## config.mk

```make
export PLATFORM = sky130hd
export DESIGN_NAME = mem_arbiter
export DESIGN_NICKNAME = d
export VERILOG_FILES = /design/src/rtl/isa_shared_pkg.sv /design/src/rtl/arb_starve_ctr.sv /design/src/rtl/mem_arbiter.sv
export SDC_FILE = /design/constraint.sdc
export NUM_CORES = 1
export LEC_CHECK = 0
export ABC_AREA = 1
export BUFFER_PORTS_ARGS = -buffer_cell sky130_fd_sc_hd__buf_2
export CAP_MARGIN = 10
export CORE_ASPECT_RATIO = 1.2
export CORE_UTILIZATION = 41
export DETAILED_ROUTE_END_ITERATION = 10
export HOLD_SLACK_MARGIN = 0.03
export PLACE_DENSITY = 0.75
export SYNTH_ARGS = -nofsm -noshare
export SYNTH_HDL_FRONTEND = slang
export SYNTH_SLANG_ARGS = --single-unit
```

## constraint.sdc

```tcl
create_clock -name clk -period 1.23 [get_ports clk]
set_input_delay 0.246 -clock clk [delete_from_list [all_inputs] [get_ports clk]]
set_output_delay 0.246 -clock clk [all_outputs]
set_load 0.005 [all_outputs]
```

## src/rtl/isa_shared_pkg.sv

```systemverilog
// Shared types for the core's memory path: arbiter FSM state and transaction owner.
package isa_shared;

    typedef enum logic [1:0] {
        ARB_IDLE,
        ARB_ACCESS,
        ARB_RESP
    } arb_state_t;

    typedef enum logic {
        OWNER_IFETCH,
        OWNER_DATA
    } arb_owner_t;

    localparam int ARB_CTR_W = 4;

endpackage

```

## src/rtl/arb_starve_ctr.sv

```systemverilog
// Saturating count of data grants made while fetch waits; flags when fetch must win.
module arb_starve_ctr
    import isa_shared::*;
#(
    parameter int STARVE_LIMIT = 4
) (
    input  logic clk,
    input  logic rst,
    input  logic i_inc,
    input  logic i_clr,
    output logic o_force
);

    localparam logic [ARB_CTR_W-1:0] LIMIT = STARVE_LIMIT[ARB_CTR_W-1:0];

    logic [ARB_CTR_W-1:0] r_cnt;

    always_ff @(posedge clk) begin
        if (rst)
            r_cnt <= '0;
        else if (i_clr)
            r_cnt <= '0;
        else if (i_inc && (r_cnt != '1))
            r_cnt <= r_cnt + 1'b1;
    end

    assign o_force = (r_cnt == LIMIT);

endmodule

```

## src/rtl/mem_arbiter.sv

```systemverilog
// Serialises fetch and load/store traffic onto one single-ported memory.
// Define MEM_ARB_STARVE_GUARD_EN to let fetch win after STARVE_LIMIT back-to-back data grants.
module mem_arbiter
    import isa_shared::*;
#(
    parameter int DATA_WIDTH   = 32,
    parameter int STARVE_LIMIT = 4
) (
    input  logic                  clk,
    input  logic                  rst,
    input  logic                  i_req,
    input  logic [DATA_WIDTH-1:0] i_addr,
    output logic                  i_gnt,
    output logic                  i_rvalid,
    output logic [DATA_WIDTH-1:0] i_rdata,
    input  logic                  d_req,
    input  logic                  d_we,
    input  logic [DATA_WIDTH-1:0] d_addr,
    input  logic [DATA_WIDTH-1:0] d_wdata,
    output logic                  d_gnt,
    output logic                  d_rvalid,
    output logic [DATA_WIDTH-1:0] d_rdata,
    output logic [DATA_WIDTH-1:0] mem_addr,
    output logic [DATA_WIDTH-1:0] mem_wdata,
    output logic                  mem_write,
    input  logic [DATA_WIDTH-1:0] mem_rdata
);

    if (STARVE_LIMIT < 1 || STARVE_LIMIT > 15) begin : g_bad_limit
        $error("mem_arbiter: STARVE_LIMIT must be 1..15");
    end

    arb_state_t r_state;
    arb_owner_t r_owner;
    logic       r_we;
    logic       w_idle;
    logic       w_force_i;
    logic       w_pick_d;

    assign w_idle = (r_state == ARB_IDLE) && !rst;

`ifdef MEM_ARB_STARVE_GUARD_EN
    arb_starve_ctr #(
        .STARVE_LIMIT(STARVE_LIMIT)
    ) u_starve (
        .clk     (clk),
        .rst     (rst),
        .i_inc   (d_gnt && i_req),
        .i_clr   (w_idle && (!i_req || i_gnt)),
        .o_force (w_force_i)
    );
`else
    assign w_force_i = 1'b0;
`endif

    assign w_pick_d = d_req && !(i_req && w_force_i);
    assign d_gnt    = w_idle && w_pick_d;
    assign i_gnt    = w_idle && i_req && !w_pick_d;

    // Strobes and the write enable default low every cycle; only mem_addr/mem_wdata hold.
    always_ff @(posedge clk) begin
        if (rst) begin
            r_state   <= ARB_IDLE;
            r_owner   <= OWNER_IFETCH;
            r_we      <= 1'b0;
            mem_addr  <= '0;
            mem_wdata <= '0;
            mem_write <= 1'b0;
            i_rvalid  <= 1'b0;
            d_rvalid  <= 1'b0;
            i_rdata   <= '0;
            d_rdata   <= '0;
        end else begin
            i_rvalid  <= 1'b0;
            d_rvalid  <= 1'b0;
            mem_write <= 1'b0;
            case (r_state)
                ARB_IDLE: begin
                    if (d_gnt) begin
                        mem_addr  <= d_addr;
                        mem_wdata <= d_wdata;
                        mem_write <= d_we;
                        r_we      <= d_we;
                        r_owner   <= OWNER_DATA;
                        r_state   <= ARB_ACCESS;
                    end else if (i_gnt) begin
                        mem_addr  <= i_addr;
                        r_we      <= 1'b0;
                        r_owner   <= OWNER_IFETCH;
                        r_state   <= ARB_ACCESS;
                    end
                end
                ARB_ACCESS: begin
                    r_state <= r_we ? ARB_IDLE : ARB_RESP;
                end
                ARB_RESP: begin
                    if (r_owner == OWNER_DATA) begin
                        d_rdata  <= mem_rdata;
                        d_rvalid <= 1'b1;
                    end else begin
                        i_rdata  <= mem_rdata;
                        i_rvalid <= 1'b1;
                    end
                    r_state <= ARB_IDLE;
                end
                default: r_state <= ARB_IDLE;
            endcase
        end
    end

endmodule

```

==> metrics.txt, run 1 <==
# TYPE chip_impl_metric gauge
chip_impl_info{name="outcome",value="complete, but fails checks"} 1
chip_impl_info{name="violations",value="setup timing"} 1
chip_impl_info{name="hp-class",value="in2reg"} 1
chip_impl_info{name="layout.cells.most_common",value="sky130_fd_sc_hd__buf_2"} 1
chip_impl_metric{name="pre_cts_slack",unit="ns"} -0.1090
chip_impl_metric{name="timing.hold.ws",unit="ns"} 0.03832
chip_impl_info{name="crit_path_end_kind",value="primary output"} 1
chip_impl_metric{name="post_synthesis_instance_area",unit="sq um"} 5411
chip_impl_metric{name="final.setup_skew",unit="ns"} 0.007959
chip_impl_metric{name="dieHeight",unit="um"} 127.9
chip_impl_metric{name="worstMarginPinSlew",unit="ns"} 0.4361
chip_impl_info{name="cp_slowest_cell",value="sky130_fd_sc_hd__dfxtp_2"} 1
chip_impl_metric{name="die_width",unit="um"} 106.9
chip_impl_metric{name="postPlaceCellArea",unit="sq um"} 7030
chip_impl_metric{name="area_growth_syn_to_layout",unit="%"} 60.05
chip_impl_metric{name="rows",unit=""} 45
chip_impl_metric{name="globalRouteMet2Util",unit="%"} 42.09
chip_impl_metric{name="drive_gt1_share",unit="%"} 38.66
chip_impl_metric{name="syn-instance-count",unit=""} 749
chip_impl_metric{name="portBuffers",unit=""} 265
chip_impl_metric{name="post-route-period-util",unit="%"} 123.7
chip_impl_metric{name="io-pin-count",unit=""} 266
chip_impl_info{name="startpoint_type",value="flop"} 1
chip_impl_metric{name="relSlewSlack",unit="%"} 70.92
chip_impl_metric{name="global_route.usage.met1",unit="%"} 26.19
chip_impl_metric{name="route.detailed.wl_per_inst",unit="um"} 13.90
chip_impl_metric{name="peak_clock_frequency_supported_by_timing",unit="MHz"} 657.5
chip_impl_metric{name="sequential_area_share_after_synthesis",unit="%"} 49.94
chip_impl_metric{name="groute.usage.overall",unit="%"} 23.84
chip_impl_metric{name="worst_stage_delay_on_the_critical_path",unit="ns"} 0.33
chip_impl_metric{name="grt_pass1_wl",unit="mm"} 25.65
chip_impl_metric{name="setup_ws",unit="ns"} -0.2910
chip_impl_metric{name="place_hpwl",unit="mm"} 10.30
chip_impl_metric{name="grt_start_max_net_pins",unit=""} 66
chip_impl_metric{name="cap_viol_max_count",unit=""} 0
chip_impl_metric{name="initial_standard_cell_utilization_of_the_core",unit="%"} 42.34
chip_impl_metric{name="first_global_vias",unit=""} 5436
chip_impl_info{name="grt.busiest_layer",value="met2"} 1
chip_impl_metric{name="clock_insertion_delay_worst_skew",unit="ns"} 0.40
chip_impl_info{name="clock_tree_from_tritoncts",value="yes"} 1
chip_impl_metric{name="finalMaxSlewViolations",unit=""} 0
chip_impl_metric{name="hold_violations",unit=""} 0
chip_impl_metric{name="power",unit="mW"} 12.33
chip_impl_metric{name="final_net_count",unit=""} 1197
chip_impl_metric{name="finish.cell_count_without_fillers",unit=""} 1241
chip_impl_metric{name="remaining_drc_errors",unit=""} 0
chip_impl_info{name="crit_type",value="reg2out"} 1
chip_impl_metric{name="setup-violations-final",unit=""} 71
chip_impl_metric{name="synth-seq-cells",unit=""} 135
chip_impl_metric{name="timing.final.crit_period",unit="ns"} 1.521
chip_impl_metric{name="ant_nets",unit=""} 0
chip_impl_info{name="unrepaired_setup_endpoints_after_global_routing",value="yes"} 1
chip_impl_metric{name="power.density",unit="nW/um^2"} 1424
chip_impl_metric{name="clock_path_buffers",unit=""} 2
chip_impl_metric{name="cts.sink_count",unit=""} 135
chip_impl_metric{name="vias_per_std_cell",unit=""} 4.754
chip_impl_metric{name="number_of_antenna_violations_at_the_first_check_in_global_routing",unit=""} 0
chip_impl_info{name="crit_path_cell_trace",value="nor2_4 > nand3_2 > buf_6 > nor2_2 > buf_2"} 1
chip_impl_metric{name="grt_overflow_total",unit=""} 0
chip_impl_metric{name="timing.setup.tns",unit="ns"} -6.640
chip_impl_metric{name="arrival_time_at_the_worst_endpoint",unit="ns"} 1.28
chip_impl_metric{name="detailedRoute.firstIterationViolations",unit=""} 401
chip_impl_metric{name="syn_area_cell",unit="sq um"} 7.225
chip_impl_metric{name="irDropWorstVdd",unit="mV"} 0.9403
chip_impl_metric{name="wirelength",unit="mm"} 17.25
chip_impl_metric{name="grt_use_met3",unit="%"} 6.965
chip_impl_metric{name="fp.coreArea",unit="sq um"} 12780
chip_impl_metric{name="cts_htree_levels",unit=""} 4
chip_impl_metric{name="worstPathMaxFanout",unit=""} 2
chip_impl_metric{name="vias",unit=""} 5900
chip_impl_metric{name="fillCellCount",unit=""} 971
chip_impl_metric{name="place_inst",unit=""} 1158
chip_impl_metric{name="iteration_count_of_the_initial_detailed_routing_pass",unit=""} 5
chip_impl_metric{name="postLayoutCellArea",unit="sq um"} 8661
chip_impl_metric{name="mappedNetlistNets",unit=""} 882
chip_impl_metric{name="cts_made_buffers",unit=""} 17
chip_impl_metric{name="finish.utilization",unit="%"} 67.76
chip_impl_metric{name="netlist-cell-type-count",unit=""} 19
chip_impl_metric{name="yosysWarnings",unit=""} 0
chip_impl_metric{name="die_area",unit="sq um"} 13660
chip_impl_metric{name="cellLeakagePower",unit="nW"} 4.465
chip_impl_info{name="most-common-layout-cells",value="264 x sky130_fd_sc_hd__buf_2, 158 x sky130_fd_sc_hd__nand2_1, 133 x sky130_fd_sc_hd__dfxtp_1"} 1
chip_impl_metric{name="worstPathRequired",unit="ns"} 0.98
chip_impl_info{name="ctsRootBufferMaster",value="sky130_fd_sc_hd__clkbuf_16"} 1
chip_impl_metric{name="cts.reportedPaths.clkPinSlew",unit="ns"} 0.06
chip_impl_metric{name="finalWeightedCongestion",unit=""} 0.8050
## worst max-delay path: cells and delay by family (launching register included)
| family | cells | cell delay (ns) |
|---|---|---|
| buffers and inverters | 2 | 0.24 |
| flip-flops | 1 | 0.33 |
| AND/OR/NAND/NOR | 3 | 0.31 |
## synth_stat cells (all sizes together)
cell type  instances  share of area [%]
nand3b            33                4.6
a21oi             65                6.0
inv               99                6.9
clkbuf            22                1.5
nor4               1               0.12
nand2            163                 11
nor2             100                7.0
dfxtp            135                 50
clkinv             1              0.069
nand3             37                3.6
buf               29                3.0
o21ai             64                5.9
## where the power goes
part	leakage (nW)	total (mW)	internal [mW]	switching, mW
clock	0.294	5.18	3.20	1.98
combinational	3.07	2.26	1.16	1.10
sequential	1.10	4.89	4.72	0.178
total	4.46	12.3	9.07	3.26
## state kept, by name, summed over array words and instances (netlist names)
name / flops
d_rdata: 32
i_rdata: 32
mem_addr: 32
mem_wdata: 32
r_state: 2
d_rvalid: 1
i_rvalid: 1
mem_write: 1
r_owner: 1
r_we: 1
## metal layers
metal / wire [um] / vias up
met1: 6671 / 2646
met2: 8829 / 258
met3: 1224 / 37
met4: 521 / 0
met5: 0 / -
li1: - / 2959
## logic make-up (layout without fill, tap and decap cells)
kind of cell           Yosys count  after routing  share of synthesized area [%]
other                            0              1                              0
and+or+nand+nor                334            334                          26.64
buffers and inverters          151            478                          11.49
AOI/OAI and AO/OA              129            129                          11.93
DFF                            135            135                          49.94
## timing repair
item / in CTS / in global routing
gates cloned: 9 / 3
setup endpoints to repair: 66 / 118
setup buffers: 14 / 4
resized for setup: 64 / 73
endpoints found under the hold margin: 26 / 0
pin swaps: 2 / 6
hold buffers: 26 / 0
## final timing paths
check | from | endpoint | slack [ns] | depth (start not counted)
worst max-delay path | r_state[1]$_SDFFE_PP0P_ | i_gnt | -0.29 | 5
worst min-delay path | d_wdata[24] | mem_wdata[24]$_SDFFE_PP0P_ | 0.04 | 3
worst min register to register | d_rdata[18]$_SDFFE_PP0P_ | d_rdata[18]$_SDFFE_PP0P_ | 0.44 | 2
worst max register to register | r_state[1]$_SDFFE_PP0P_ | mem_addr[30]$_SDFFE_PP0P_ | -0.23 | 10
## area by class of cell
class                           instances  area (sq um)  area share, %
Clock inverter                         14         173.9          2.008
Clock buffer                           17         425.4          4.912
Inverter                              100         381.6          4.406
Multi-Input combinational cell        463          2362          27.28
Sequential cell                       135          2705          31.23
Antenna cell                            1         2.502        0.02889
Timing Repair Buffer                  347          2405          27.77
Tap cell                              164         205.2          2.369
Power figures use the tool's default switching activity.
==> run 2: changes to the inputs <==
Settings changed: CORE_UTILIZATION 41 to 46, PLACE_DENSITY 0.75 to 0.8, SLEW_MARGIN set to 20.
Clock period 1.23 ns to 1.5 ns, I/O delays scaled along.
==> run 2 against run 1 <==
Effect of this change:
- the flow now finishes without violations
- sequential cell count unchanged
- global-route usage decreased by 0.92 points
- worst hold slack improved by 0.040 ns
- critical path type unchanged
- critical endpoint unchanged
- largest cell class unchanged
- highest routed layer unchanged
==> metrics.txt, run 2 (synthesis results as in run 1) <==
# TYPE chip_impl_metric gauge
chip_impl_metric{name="timing.final.crit_period",unit="ns"} 1.477
chip_impl_metric{name="power.combinational.fraction",unit="%"} 13.7
chip_impl_metric{name="p_clk_share",unit="%"} 45.9
chip_impl_info{name="crit_path_end_kind",value="primary output"} 1
chip_impl_metric{name="place_inst",unit=""} 1134
chip_impl_metric{name="cellLeakagePower",unit="nW"} 4.034
chip_impl_metric{name="pre_cts_slack",unit="ns"} 0.1120
chip_impl_metric{name="initial_standard_cell_utilization_of_the_core",unit="%"} 47.00
chip_impl_info{name="cp_slowest_cell",value="sky130_fd_sc_hd__dfxtp_2"} 1
chip_impl_metric{name="cts_htree_levels",unit=""} 4
chip_impl_metric{name="cts.reportedPaths.clkPinSlew",unit="ns"} 0.06
chip_impl_metric{name="hold_violations",unit=""} 0
chip_impl_metric{name="die_area",unit="sq um"} 12200
chip_impl_metric{name="worstMarginPinSlew",unit="ns"} 0.3555
chip_impl_metric{name="cap_viol_max_count",unit=""} 0
chip_impl_metric{name="worstPathRequired",unit="ns"} 1.20
chip_impl_metric{name="grt_pass1_wl",unit="mm"} 21.74
chip_impl_metric{name="final.setup_skew",unit="ns"} 0.003938
chip_impl_metric{name="fp.coreArea",unit="sq um"} 11510
chip_impl_metric{name="final_net_count",unit=""} 1132
chip_impl_metric{name="postLayoutCellArea",unit="sq um"} 7590
chip_impl_metric{name="finalMaxSlewViolations",unit=""} 0
chip_impl_metric{name="setup-violations-final",unit=""} 0
chip_impl_metric{name="finish.utilization",unit="%"} 65.92
chip_impl_metric{name="iteration_count_of_the_initial_detailed_routing_pass",unit=""} 6
chip_impl_info{name="unrepaired_setup_endpoints_after_global_routing",value="yes"} 1
chip_impl_metric{name="postPlaceCellArea",unit="sq um"} 6894
chip_impl_metric{name="power",unit="mW"} 9.904
chip_impl_metric{name="worstPathMaxFanout",unit=""} 2
chip_impl_metric{name="cts_made_buffers",unit=""} 17
chip_impl_info{name="layout.cells.most_common",value="sky130_fd_sc_hd__buf_2"} 1
chip_impl_metric{name="seq_power_share",unit="%"} 40.4
chip_impl_metric{name="groute.usage.overall",unit="%"} 22.91
chip_impl_metric{name="remaining_drc_errors",unit=""} 0
chip_impl_metric{name="vias_per_std_cell",unit=""} 4.667
chip_impl_info{name="most-common-layout-cells",value="264 x sky130_fd_sc_hd__buf_2, 162 x sky130_fd_sc_hd__nand2_1, 133 x sky130_fd_sc_hd__dfxtp_1"} 1
chip_impl_info{name="hp-class",value="in2reg"} 1
chip_impl_info{name="startpoint_type",value="flop"} 1
chip_impl_metric{name="ant_nets",unit=""} 0
chip_impl_metric{name="timing.setup.tns",unit="ns"} 0
chip_impl_metric{name="rows",unit=""} 43
chip_impl_metric{name="cts.hold.buffers_added",unit=""} 0
chip_impl_metric{name="power.switching",unit="mW"} 2.433
chip_impl_metric{name="clock_insertion_delay_worst_skew",unit="ns"} 0.41
chip_impl_info{name="ctsRootBufferMaster",value="sky130_fd_sc_hd__clkbuf_16"} 1
chip_impl_metric{name="post-route-period-util",unit="%"} 98.44
chip_impl_metric{name="io-pin-count",unit=""} 266
chip_impl_metric{name="drive_gt1_share",unit="%"} 31.92
chip_impl_metric{name="peak_clock_frequency_supported_by_timing",unit="MHz"} 677.2
chip_impl_metric{name="wirelength",unit="mm"} 14.21
chip_impl_metric{name="dieHeight",unit="um"} 120.8
chip_impl_metric{name="power.switching_fraction",unit="%"} 24.57
chip_impl_metric{name="area_growth_syn_to_layout",unit="%"} 40.25
chip_impl_metric{name="setup_ws",unit="ns"} 0.02343
chip_impl_metric{name="clock_path_buffers",unit=""} 2
chip_impl_info{name="clock_tree_from_tritoncts",value="yes"} 1
chip_impl_metric{name="grt_start_max_net_pins",unit=""} 70
chip_impl_metric{name="detailedRoute.firstIterationViolations",unit=""} 227
chip_impl_info{name="crit_type",value="reg2out"} 1
chip_impl_info{name="outcome",value="complete, no violations"} 1
chip_impl_metric{name="vias",unit=""} 5456
chip_impl_metric{name="first_global_vias",unit=""} 4726
chip_impl_metric{name="arrival_time_at_the_worst_endpoint",unit="ns"} 1.18
chip_impl_metric{name="number_of_antenna_violations_at_the_first_check_in_global_routing",unit=""} 0
chip_impl_metric{name="grt_overflow_total",unit=""} 0
chip_impl_metric{name="die_width",unit="um"} 101.0
chip_impl_metric{name="finalWeightedCongestion",unit=""} 0.7994
chip_impl_info{name="crit_path_cell_trace",value="nor2_4 > nand3_2 > nor2_2 > buf_2"} 1
chip_impl_metric{name="antennaDiodeCount",unit=""} 0
chip_impl_metric{name="power.density",unit="nW/um^2"} 1305
chip_impl_metric{name="route.detailed.wl_per_inst",unit="um"} 12.15
chip_impl_metric{name="cts.sink_count",unit=""} 135
chip_impl_metric{name="irDropWorstVdd",unit="mV"} 0.7219
chip_impl_metric{name="timing.hold.ws",unit="ns"} 0.07798
chip_impl_info{name="worst_path_dominant_cell_family",value="flip-flops"} 1
chip_impl_metric{name="worstPathBufferInverterCount",unit=""} 1
chip_impl_metric{name="portBuffers",unit=""} 265
chip_impl_metric{name="finish.cell_count_without_fillers",unit=""} 1169
chip_impl_metric{name="place_hpwl",unit="mm"} 9.817
chip_impl_metric{name="cellInternalPower",unit="mW"} 7.470
chip_impl_metric{name="worst_stage_delay_on_the_critical_path",unit="ns"} 0.33
chip_impl_metric{name="relSlewSlack",unit="%"} 76.30
==> run 2: tightest hold or removal path, cell delays in order <==
cell and delay [ns]:
sky130_fd_sc_hd__buf_2 0.07, sky130_fd_sc_hd__nand2_1 0.04, sky130_fd_sc_hd__nand2_1 0.05
==> run 2: metal layers <==
| layer | GRT usage, % | vias to the layer above | wire [um] |
|---|---|---|---|
| met2 | 38.61 | 231 | 6774 |
| met5 | 0 | - | 0 |
| met3 | 8.786 | 28 | 1324 |
| met1 | 24.96 | 2375 | 5709 |
| met4 | 11.32 | 0 | 398 |
| li1 | - | 2822 | - |
==> run 2: worst paths after layout <==
check / depth (start not counted) / end / slack (ns) / startpoint
max: 4 / i_gnt / 0.02 / r_state[1]$_SDFFE_PP0P_
min reg2reg: 1 / r_state[1]$_SDFFE_PP0P_ / 0.42 / r_we$_SDFFE_PP0P_
min: 3 / mem_wdata[10]$_SDFFE_PP0P_ / 0.08 / d_wdata[10]
max reg2reg: 8 / mem_addr[6]$_SDFFE_PP0P_ / 0.13 / r_state[1]$_SDFFE_PP0P_
==> run 2: layout make-up <==
cell class,count,area [sq um]
Clock buffer,18,429.2
Clock inverter,14,224.0
Fill cell,1047,3924
Inverter,100,380.4
Multi-Input combinational cell,463,2107
Sequential cell,135,2705
Tap cell,157,196.4
Timing Repair Buffer,282,1548
==> run 2: power by group through the flow <==
stage                     sequential [mW]  combinational, mW  clock, mW
after CTS                            4.00               1.36       4.61
after detailed placement             4.07               1.34          0
after global placement               4.06               1.32          0
after global routing                 4.03               1.53       4.80
after floorplan                      4.09              0.694          0
final                                4.00               1.36       4.55
==> run 2: timing repair <==
item / CTS / global route
setup buffers: 2 / 1
hold endpoints to repair: 0 / 0
gates resized for setup: 2 / 4
endpoints found under the setup margin: 2 / 2
pin swaps: 3 / 3
